`src/rtl/writeback_arbiter.sv`:
```
// Round-robin arbiter sharing the single register-file write port between NUM_REQ
// writeback sources; the winner is registered and presented one cycle after acceptance.
module writeback_arbiter #(
  parameter int NUM_REQ = 2,
  parameter int XLEN    = 32,
  parameter int AW      = 5,
  localparam int IW     = (NUM_REQ > 1) ? $clog2(NUM_REQ) : 1
) (
  input  logic                    clock,
  input  logic                    reset,
  input  logic                    stall,
  input  logic [NUM_REQ-1:0]      req_valid,
  output logic [NUM_REQ-1:0]      req_ready,
  input  logic [NUM_REQ*AW-1:0]   req_addr,
  input  logic [NUM_REQ*XLEN-1:0] req_data,
  output logic                    destinationEnable,
  output logic [AW-1:0]           writeAddress,
  output logic [XLEN-1:0]         writeData,
  output logic [IW-1:0]           grant_id,
  output logic [IW-1:0]           dbg_ptr
);

  // Handshake: a request transfers in the cycle where req_valid[i] && req_ready[i];
  // a requester holds valid/addr/data stable until it sees ready.
  logic [IW-1:0]      ptr;
  logic [2*NUM_REQ-1:0] rot;
  logic               found;
  logic [IW-1:0]      win;
  logic [IW-1:0]      next_ptr;
  logic               grant;
  logic [AW-1:0]      sel_addr;
  logic [XLEN-1:0]    sel_data;

  assign dbg_ptr = ptr;

  // Rotate the valid vector so bit 0 is the requester at the priority pointer.
  always_comb begin
    rot   = {req_valid, req_valid} >> ptr;
    found = 1'b0;
    win   = '0;
    for (int k = 0; k < NUM_REQ; k++) begin
      if (!found && rot[k]) begin
        found = 1'b1;
        if (int'(ptr) + k >= NUM_REQ) win = IW'(int'(ptr) + k - NUM_REQ);
        else                          win = IW'(int'(ptr) + k);
      end
    end
  end

  always_comb begin
    if (int'(win) + 1 >= NUM_REQ) next_ptr = '0;
    else                          next_ptr = IW'(int'(win) + 1);
  end

  always_comb begin
    sel_addr = '0;
    sel_data = '0;
    for (int i = 0; i < NUM_REQ; i++) begin
      if (IW'(i) == win) begin
        sel_addr = req_addr[i*AW +: AW];
        sel_data = req_data[i*XLEN +: XLEN];
      end
    end
  end

  assign grant = found && !stall && !reset;

  always_comb begin
    req_ready = '0;
    for (int i = 0; i < NUM_REQ; i++) begin
      if (grant && (IW'(i) == win)) req_ready[i] = 1'b1;
    end
  end

  always_ff @(posedge clock) begin
    if (reset) begin
      ptr               <= '0;
      destinationEnable <= 1'b0;
      writeAddress      <= '0;
      writeData         <= '0;
      grant_id          <= '0;
    end else if (grant) begin
      ptr               <= next_ptr;
      // x0 writes are consumed but never strobe the register file
      destinationEnable <= (sel_addr != '0);
      writeAddress      <= sel_addr;
      writeData         <= sel_data;
      grant_id          <= win;
    end else begin
      destinationEnable <= 1'b0;
    end
  end

endmodule

```
`config.mk`:
```
export PLATFORM = sky130hd
export DESIGN_NAME = writeback_arbiter
export DESIGN_NICKNAME = d
export VERILOG_FILES = /design/src/rtl/writeback_arbiter.sv
export SDC_FILE = /design/constraint.sdc
export NUM_CORES = 1
export LEC_CHECK = 0
export ABC_AREA = 1
export CORE_MARGIN = 1
export CORE_UTILIZATION = 39
export DETAILED_ROUTE_END_ITERATION = 10
export GPL_ROUTABILITY_DRIVEN = 0
export PLACE_DENSITY = 0.95
export SLEW_MARGIN = 15
export SYNTH_ARGS = -nofsm -noshare
export SYNTH_HDL_FRONTEND = slang
export SYNTH_SLANG_ARGS = --single-unit
export TNS_END_PERCENT = 10
```
`constraint.sdc`:
```
create_clock -name clock -period 2.9 [get_ports clock]
set_input_delay 0.435 -clock clock [delete_from_list [all_inputs] [get_ports clock]]
set_output_delay 0.435 -clock clock [all_outputs]
set_load 0.005 [all_outputs]
```
# After elaboration in Yosys (flattened, before gate mapping)

Cells that the tools add are included.

$add $sub $neg: 4
Magnitude comparators: 3
Shifts and indexed selects: 1
Multiplexer cells: 11
Bitwise logic cells: 2
Reduce and logical (&&, ||, !) cells: 10

Operators with widths:

| operator                                                                              | count |
|---|---|
| 32-bit by 3-bit greater-or-equal comparator with 1-bit output (second input constant) | 1 |
| 32-bit two-way mux                                                                    | 1 |
| 1-bit two-way mux                                                                     | 9 |
| 1-bit logical AND                                                                     | 5 |
| 5-bit two-way mux                                                                     | 1 |
| 5-bit nonzero test                                                                    | 1 |
| 1-bit by 1-bit adder with 2-bit output (second input constant)                        | 2 |
| 4-bit by 1-bit >> shifter with 2-bit output                                           | 1 |
| 1-bit logical NOT                                                                     | 3 |
| 1-bit by 2-bit greater-or-equal comparator with 1-bit output (second input constant)  | 1 |
| 2-bit greater-or-equal comparator (second input constant)                             | 1 |
| 1-bit inverter                                                                        | 2 |
| 2-bit OR reduction                                                                    | 1 |
| 1-bit subtractor (second input constant)                                              | 2 |

Bits in registers: 40
Bits of input ports: 79
Logic and storage cells: 36

# Longest topological paths before layout

Gate-level depths: netlist (run 1).

Word-level depth: 9
Gate-level depth with buffers: 10
Depth with buffers taken out: 9

# Worst setup path before layout (run 1)

No wires, ideal clock.

Kind: in2out
Start point: input port req_valid[0]
End point: output port req_ready[0]
Arrival time: 1050 ps
Data required time: 2465 ps
Slack: 1415 ps
Stages on the path: 5
Path buffers: 1
Cells stage by stage: nand2_1 -> nand2_4 -> inv_1 -> nor2_4 -> buf_4

Word-level cells in the longest chain between the ends: 9
Elaborated cells between the ends (all ways): 12

RTL lines:

| item                                          | line | RTL |
|---|---|---|
| start: declaration                            | 12   | `input logic [NUM_REQ-1:0] req_valid,` |
| 4-bit by 1-bit >> shifter with 2-bit output * | 38   | `rot = {req_valid, req_valid} >> ptr;` |
| 1-bit two-way mux                             | 42   | `if (!found && rot[k]) begin` |
| 1-bit logical NOT                             | 42   |  |
| 1-bit logical AND                             | 42   |  |
| 1-bit two-way mux                             | 42   |  |
| 1-bit logical AND (2 in a row)                | 66   | `assign grant = found && !stall && !reset;` |
| 1-bit logical AND *                           | 71   | `if (grant && (IW'(i) == win)) req_ready[i] = 1'b1;` |
| 1-bit two-way mux *                           | 71   |  |
| end: declaration                              | 13   | `output logic [NUM_REQ-1:0] req_ready,` |

Every way passes the cells marked *; elsewhere a longest branch is shown, timed or not.

# Worst setup path in the final report (run 1)

Same ends and word-level chain as after synthesis.

==> results of run 1 <==
## cell usage after synthesis
cell	number	area share, %
nand3_1	40	11
clkbuf_1	2	0.39
o21ai_0	7	1.8
o21ai_2	1	0.46
nand2_4	1	0.59
nand3b_1	1	0.39
nor2_4	1	0.59
dfxtp_1	40	42
o21a_1	1	0.39
a31o_2	1	0.46
nor2_8	1	1.1
buf_4	3	1.2
nor2_1	4	0.79
inv_1	43	8.5
buf_2	7	1.8
nand2_1	138	27
buf_6	3	1.8
## layout by cell type (no fill, tap or decap), types with 2 or more instances in the layout
cell / synthesis / routed
nand2_1: 138 / 138
clkdlybuf4s50_1: 0 / 120
inv_1: 43 / 43
nand3_1: 40 / 40
dfxtp_1: 40 / 40
o21ai_0: 7 / 7
clkbuf_8: 0 / 6
nor2_1: 4 / 4
buf_4: 3 / 4
clkbuf_1: 2 / 2
## state kept, by name, indices dropped and copies added, names as in the netlist
signal	cells
dbg_ptr	1
writeData	32
destinationEnable	1
writeAddress	5
grant_id	1
## area by class of cell
| type | instances | share of cell area, % |
|---|---|---|
| inverters | 43 | 5.016 |
| flip-flops and latches | 40 | 24.88 |
| clock buffers | 8 | 2.799 |
| multi-input cells | 196 | 26.44 |
| well taps | 67 | 2.605 |
| repair buffers | 124 | 38.26 |
## power breakdown
group | internal, mW | switching, mW
clock | 0.194 | 0.171
combinational | 0.180 | 0.107
sequential | 0.580 | 0.0149
total | 0.954 | 0.293
## layer usage
layer | vias to the layer above | wire, um | GRT usage [%]
met2 | 79 | 2686 | 38.16
met1 | 939 | 2081 | 21.14
met3 | 2 | 408 | 7.032
met4 | 0 | 18 | 3.268
li1 | 1110 | - | -
met5 | - | 0 | 0
## per-stage QoR
stage          total power, mW  instance area, sq um  hold slack, ns  cells
2_1_floorplan           0.7096                  1904          0.4770    294
3_3_place_gp            0.8880                  3128          0.4656    470
3_5_place_dp            0.8957                  3128          0.4763    470
4_1_cts                  1.262                  3218          0.4941    478
5_1_grt                  1.314                  3218          0.5207    478
6_report                 1.247                  3218          0.4899    478
## kinds of logic after synthesis
| group | count (synthesis) | synth area share, % |
|---|---|---|
| AOI/OAI and AO/OA | 10 | 3.154 |
| buffers and inverters | 58 | 13.67 |
| and+or+nand+nor | 186 | 41.13 |
| DFF | 40 | 42.05 |
## worst reg2reg max path: stages (launching register included)
cell     delay, ns
dfxtp_1       0.32
inv_1         0.06
nand2_1       0.13
nand2_4       0.17
inv_1         0.09
nor2_4        0.09
buf_4         0.34
nand2_1       0.10
nand3_1       0.08
nand2_1       0.05
inv_1         0.07
## worst paths after layout
path              startpoint              end  slack [ns]
max             req_valid[0]     req_ready[0]        0.48
min          writeAddress[1]  writeAddress[1]        0.49
max reg2reg          dbg_ptr     writeData[7]        1.34
min reg2reg  writeAddress[1]  writeAddress[1]        0.49
==> flow_summary.yaml, run 1 <==
worst_setup_path:
  cp.arrival_ns: 1.99
  worstSetupPathType: "in -> out"
  cp.required_ns: 2.47
  worst-path-stages: 6
  path_cells: "clkdlybuf4s50_1, nand2_1, nand2_4, inv_1, nor2_4, clkdlybuf4s50_1"
  cp.buffers_inverters: 3
  cpPeakStageDelay_ns: 0.53
  cpMaxStageDelayCell: "clkdlybuf4s50_1"
  worstRegToRegCells: 10
  crit_path_end_kind: "primary output"
  crit_top_cell: "clkdlybuf4s50_1"
  critPathMaxFanout: 9
  cp_top_family: "buffers and inverters"
  crit_path_start_kind: "input port"
timing:
  slew_violations: 0
  setup_viol: 0
  rsz0062_at_grt: "false"
  final.setup.tns_ns: 0
  max-slew-margin-rel_pct: 57.59
  fin_crit_sh_pct: 83.46
  worst_pin_slew_ns: 0.6355
  finalHoldViolCount: 0
  setup_slack_ns: 0.4797
  finClkSkew_ns: 0.002105
  fin_crit_ns: 2.420
  fmax_mhz: 413.2
drt:
  num_vias: 2130
  drt-total-wl_um: 5194
  drc_errors: 0
  routedWlPerCell_um: 10.87
  ant_nets: 0
  viasPerCell: 4.456
  drtIter0Drc: 53
  dr.pass1.iters: 4
clock_tree:
  cts_resized: 0
  postCtsHoldBufs: 0
  clk_latency_ns: 0.27
  numCtsBuffers: 5
  htreeDepth: 2
  cts_setup_buffers: 0
  clockRootBuffer: "clkbuf_8"
  cts_buffer_depth: 2
  clk_pin_slew_ns: 0.07
  cts.sinks: 40
  cts_tree: "yes"
pwr:
  p_per_area_nw_per_um2: 387.4
  vdd_drop_max_uv: 203.2
  p_leak_nw: 1.589
global_route:
  overflow: 0
  grt_pass1_vias: 1962
  grt_start_max_net_pins: 46
  grt_use_total_pct: 19.92
  antenna_found_initial: 0
  grt_pass1_wl_um: 8286
layout:
  multi_input_area_sq_um: 850.8
  diodes: 0
  finalNetCount: 489
  layout-drive-gt1-share_pct: 3.650
  final_util_pct: 68.13
  num-fill-cells: 412
  seq_area_sq_um: 800.8
  area_growth_pct: 68.99
placed_design:
  post-place-ws_ns: 0.4795
  place_hpwl_um: 3798
  port_buffers: 120
yosys:
  synth-seq-cells: 40
  synth_seq_area_share_pct: 42.05
  avgSynthCellArea_sq_um: 6.477
  netlist_area_sq_um: 1904
  syn_nets: 373
  postSynthCellCount: 294
  synth.distinct_cells: 17
  yosys_warnings: 0
outcome:
  run_status: "finished clean"
run:
  max-cap-violations: 0
floorplanning:
  die_x_um: 71.88
  start_util_pct: 40.32
  dieArea_sq_um: 5166
  core_sq_um: 4723
  core.rowCount: 25
  io_pins: 121
  die_h_um: 71.88
worst_hold_path:
  holdCritPathClass: "reg -> reg"
  hold-path-cell-count: 2
(Power assumes the default switching activity.)
==> run 2: changes to the inputs <==
--- a/config.mk
+++ b/config.mk
@@ -7,10 +7,10 @@
 export LEC_CHECK = 0
 export ABC_AREA = 1
 export CORE_MARGIN = 1
-export CORE_UTILIZATION = 39
+export CORE_UTILIZATION = 33
 export DETAILED_ROUTE_END_ITERATION = 10
 export GPL_ROUTABILITY_DRIVEN = 0
-export PLACE_DENSITY = 0.95
+export PLACE_DENSITY = 0.87
 export SLEW_MARGIN = 15
 export SYNTH_ARGS = -nofsm -noshare
 export SYNTH_HDL_FRONTEND = slang
==> constraint.sdc (replaced) <==
create_clock -name clock -period 2 [get_ports clock]
set_input_delay 0.3 -clock clock [delete_from_list [all_inputs] [get_ports clock]]
set_output_delay 0.3 -clock clock [all_outputs]
set_load 0.005 [all_outputs]
==> run 2 against run 1 <==
Against the previous run: cell count is 2.3% higher; count of clock-buffer cells in the layout decreased by 2; global-route usage fell by 1.6 points; non-clock buffer count up 6; clock skew increased by 0.0027 ns; flip-flop and latch count is the same; register-to-register slack worse by 0.79 ns; clock power rose by 50%; design area is 1.9% higher; first-iteration DRC count rose by 1.9%; utilization shrank 9.0 points; combinational power rose by 48%.
==> flow_summary.yaml, run 2 (synthesis gave the netlist of run 1 again) <==
worst_setup_path:
  critPathMaxFanout: 4
  crit_path_end_kind: "primary output"
  worstRegToRegCells: 10
  crit_start: "req_valid[0]"
  cp.required_ns: 1.70
  cp.arrival_ns: 1.61
  worstReg2RegStart: "dbg_ptr"
  worstSetupPathType: "in -> out"
  crit_path_start_kind: "input port"
  reg2reg_slack_ns: 0.55
  r2r_end: "writeData[20]"
drt:
  dr.pass1.iters: 4
  viasPerCell: 4.464
  routedWlPerCell_um: 11.00
  drc_errors: 0
  drt-total-wl_um: 5381
  ant_nets: 0
  drtIter0Drc: 54
  num_vias: 2183
pwr:
  p_int_mw: 1.385
  comb_power_share_pct: 23.2
  p_clk_share_pct: 29.8
  p_per_area_nw_per_um2: 559.9
  p_leak_nw: 1.639
  swShare_pct: 24.51
  seqPwrFrac_pct: 47.0
  vdd_drop_max_uv: 325.5
  finalPower_mw: 1.835
  power_switching_mw: 0.4499
floorplanning:
  die_x_um: 77.97
  core_sq_um: 5540
  die_h_um: 77.97
  core.rowCount: 27
  io_pins: 121
  dieArea_sq_um: 6079
  start_util_pct: 34.37
global_route:
  grt_start_max_net_pins: 34
  overflow: 0
  grt_use_total_pct: 18.27
  grt_pass1_vias: 2089
  grt_pass1_wl_um: 8852
  antenna_found_initial: 0
layout:
  finalNetCount: 495
  mostFrequentLayoutCell: "nand2_1"
  diodes: 0
  area_growth_pct: 72.14
  layout-drive-gt1-share_pct: 5.995
  regMostFlops: "writeData"
  final_cell_mix: "137 x nand2_1, 118 x clkdlybuf4s50_1, 43 x inv_1, 40 x nand3_1, 40 x dfxtp_1"
  final_util_pct: 59.17
  reg_top3: "writeData x32, writeAddress x5"
  largest_register_ffs: 32
worst_hold_path:
  worstHoldStart: "writeAddress[1]"
  hold-path-cell-count: 2
  min_to: "writeAddress[1]"
  holdCritPathClass: "reg -> reg"
timing:
  fin_crit_ns: 1.914
  max-slew-margin-rel_pct: 76.00
  slew_violations: 0
  finalHoldViolCount: 0
  fmax_mhz: 522.5
  finClkSkew_ns: 0.004829
  rsz0062_at_grt: "false"
  final.setup.tns_ns: 0
  setup_viol: 0
  setup_slack_ns: 0.08621
  worst_pin_slew_ns: 0.3599
  fin_crit_sh_pct: 95.69
clock_tree:
  cts_buffer_depth: 2
  cts.sinks: 40
  htreeDepth: 2
  clockRootBuffer: "clkbuf_8"
  clk_latency_ns: 0.28
  postCtsHoldBufs: 0
  numCtsBuffers: 5
  clk_pin_slew_ns: 0.07
  cts_tree: "yes"
placed_design:
  post-place-ws_ns: -0.06285
  port_buffers: 120
  place_hpwl_um: 3994
outcome:
  run_status: "finished clean"
run:
  max-cap-violations: 0
[run 2: worst max path at each step]
stage | slack, ns | cells after the start | endpoint
2_1_floorplan | 0.72 | 6 | req_ready[0]
3_3_place_gp | -0.02 | 4 | req_ready[0]
3_5_place_dp | -0.06 | 4 | req_ready[0]
4_1_cts | 0.005 | 5 | req_ready[0]
5_1_grt | 0.04 | 5 | req_ready[1]
6_report | 0.09 | 5 | req_ready[1]
[run 2: power groups by stage]
stage	registers (mW)	logic, mW	clock network [mW]
finish	0.863	0.426	0.546
global route	0.868	0.472	0.602
CTS	0.863	0.429	0.568
detailed placement	0.881	0.427	0
global placement	0.879	0.418	0
floorplan	0.884	0.145	0
[run 2: critical path: stages]
cell	delay (ns)
clkdlybuf4s50_1	0.43
buf_4	0.15
o21ai_4	0.25
nor2_8	0.04
clkdlybuf4s50_1	0.44
[run 2: final cells by class]
type / instances / area (sq um)
fill: 528 / 2262
clock inverter: 2 / 10.01
sequential: 40 / 800.8
clock buffer: 6 / 82.58
timing repair buffer: 130 / 1277
multi-input combinational: 196 / 855.8
inverter: 43 / 161.4
tap: 72 / 90.09
[run 2: layer usage]
layer,part of all wire [%],up-vias,global-route usage [%]
met4,0.46,0,4.259
li1,-,1122,-
met2,51,80,34.34
met5,0,-,0
met1,40,979,19.11
met3,9.2,2,6.824
[run 2: stage by stage]
stage	hold WS [ns]	instances	cell area [sq um]
final	0.4825	489	3278
after global routing	0.5144	489	3278
after CTS	0.4908	488	3263
after detailed placement	0.4725	480	3172
after global placement	0.4649	480	3172
after floorplan	0.4770	294	1904
[run 2: what timing repair did]
action / in CTS / in global routing
endpoints found under the setup margin: 2 / 2
setup buffers: 0 / 1
resized for setup: 1 / 3
==> run 3: changes to the inputs <==
--- a/config.mk
+++ b/config.mk
@@ -7,10 +7,10 @@
 export LEC_CHECK = 0
 export ABC_AREA = 1
 export CORE_MARGIN = 1
-export CORE_UTILIZATION = 33
+export CORE_UTILIZATION = 39
 export DETAILED_ROUTE_END_ITERATION = 10
 export GPL_ROUTABILITY_DRIVEN = 0
-export PLACE_DENSITY = 0.87
+export PLACE_DENSITY = 0.95
 export SLEW_MARGIN = 15
 export SYNTH_ARGS = -nofsm -noshare
 export SYNTH_HDL_FRONTEND = slang
==> constraint.sdc (replaced) <==
create_clock -name clock -period 2.45 [get_ports clock]
set_input_delay 0.3675 -clock clock [delete_from_list [all_inputs] [get_ports clock]]
set_output_delay 0.3675 -clock clock [all_outputs]
set_load 0.01 [all_outputs]
==> run 3 against run 2 <==
Against the previous run: cell count shrank 2.0%; design area shrank 1.6%; die area shrank 15%; utilization grew 9.1 points.
==> flow_summary.yaml, run 3 (synthesis gave the netlist of run 1 again) <==
layout:
  layout-drive-gt1-share_pct: 3.883
  finalNetCount: 490
  diodes: 0
  num-fill-cells: 387
  reg_top3: "writeData x32, writeAddress x5"
  area_growth_pct: 69.38
  multi_input_area_sq_um: 850.8
  final_util_pct: 68.29
  regMostFlops: "writeData"
  largest_register_ffs: 32
  final_cell_mix: "138 x nand2_1, 120 x clkdlybuf4s50_1, 43 x inv_1, 40 x nand3_1, 40 x dfxtp_1"
  mostFrequentLayoutCell: "nand2_1"
  seq_area_sq_um: 800.8
timing:
  finalHoldViolCount: 0
  slew_violations: 0
  rsz0062_at_grt: "false"
  fin_crit_sh_pct: 94.83
  setup_viol: 0
  setup_slack_ns: 0.1266
  fin_crit_ns: 2.323
  final.setup.tns_ns: 0
  fmax_mhz: 430.4
  worst_pin_slew_ns: 0.6383
  finClkSkew_ns: 0.004202
  max-slew-margin-rel_pct: 57.40
drt:
  num_vias: 2139
  viasPerCell: 4.466
  dr.pass1.iters: 4
  routedWlPerCell_um: 10.97
  drtIter0Drc: 84
  ant_nets: 0
  drt-total-wl_um: 5253
  drc_errors: 0
floorplanning:
  die_h_um: 71.88
  dieArea_sq_um: 5166
  start_util_pct: 40.32
  die_x_um: 71.88
  core.rowCount: 25
  io_pins: 121
  core_sq_um: 4723
clock_tree:
  cts_resized: 0
  cts_setup_buffers: 0
  clk_latency_ns: 0.28
  cts_buffer_depth: 2
  clk_pin_slew_ns: 0.07
  numCtsBuffers: 5
  cts_tree: "yes"
  clockRootBuffer: "clkbuf_8"
  postCtsHoldBufs: 0
  cts.sinks: 40
  htreeDepth: 2
worst_setup_path:
  cpPeakStageDelay_ns: 0.54
  cp_top_family: "buffers and inverters"
  worstSetupPathType: "in -> out"
  path_cells: "clkdlybuf4s50_1, nand2_1, nand2_4, inv_1, nor2_4, clkdlybuf4s50_1"
  cp.required_ns: 2.08
  crit_path_end_kind: "primary output"
  crit_top_cell: "clkdlybuf4s50_1"
  crit_path_start_kind: "input port"
  cpMaxStageDelayCell: "clkdlybuf4s50_1"
  cp.arrival_ns: 1.96
  critPathMaxFanout: 9
  cp.buffers_inverters: 3
pwr:
  p_per_area_nw_per_um2: 463.9
  swShare_pct: 24.43
  power_switching_mw: 0.3655
  p_clk_share_pct: 29.2
  vdd_drop_max_uv: 258.5
  seqPwrFrac_pct: 47.0
  comb_power_share_pct: 23.8
  p_leak_nw: 1.593
  p_int_mw: 1.131
  finalPower_mw: 1.496
global_route:
  grt_pass1_vias: 1954
  gr-usage-met2_pct: 37.84
  met1_usage_pct: 22.74
  grt.busiest_layer: "met2"
  use_met3_pct: 7.876
  grt_use_total_pct: 20.91
  antenna_found_initial: 0
  grt_start_max_net_pins: 34
  grt_pass1_wl_um: 8480
  overflow: 0
run:
  max-cap-violations: 0
worst_hold_path:
  holdCritPathClass: "reg -> reg"
placed_design:
  place_hpwl_um: 3984
  post-place-ws_ns: 0.1209
  port_buffers: 120
outcome:
  run_status: "finished clean"
run 3: cell types whose count changed in the layout (fill, tap and decap cells not counted), sizes merged:
cell and delta:
buf -5, clkbuf +2, clkdlybuf4s50 +2, clkinv -2, dlygate4sd2 -1, dlymetal6s2s -1
run 3: area by class of cell:
cell class                      instances  area share [%]
Tap cell                               67           2.599
Multi-Input combinational cell        196           26.38
Inverter                               43           5.004
Sequential cell                        40           24.83
Timing Repair Buffer                  125           38.40
Clock buffer                            8           2.793
run 3: layer usage:
layer | wire length, um | vias to the layer above
li1 | - | 1116
met1 | 2153 | 926
met2 | 2578 | 91
met3 | 459 | 6
met4 | 61 | 0
met5 | 0 | -
run 3: worst paths after layout:
kind                                       from              end  slack, ns  depth (start not counted)
worst max-delay path               req_valid[0]     req_ready[0]       0.13                          6
worst min-delay path            writeAddress[2]  writeAddress[2]       0.49                          2
worst max register to register          dbg_ptr    writeData[19]       0.86                         10
worst min register to register  writeAddress[2]  writeAddress[2]       0.49                          2
run 3: per-stage QoR:
step,hold slack (ns),area [sq um],cells
finish,0.4876,3226,479
global route,0.5214,3226,479
CTS,0.4881,3226,479
floorplan,0.5069,1904,294
global placement,0.4643,3136,471
detailed placement,0.4712,3136,471
run 3: worst min-delay path, delay by kind of cell (launching register included):
family,cells,cell delay (ns)
flops,1,0.33
simple gates,1,0.07
compound gates,1,0.06
run 3: power groups by stage:
stage | Combinational, mW | Clock [mW] | Sequential, mW
global placement | 0.350 | 0 | 0.717
finish | 0.356 | 0.437 | 0.703
CTS | 0.359 | 0.455 | 0.703
global route | 0.390 | 0.489 | 0.707
detailed placement | 0.357 | 0 | 0.719
floorplan | 0.118 | 0 | 0.736
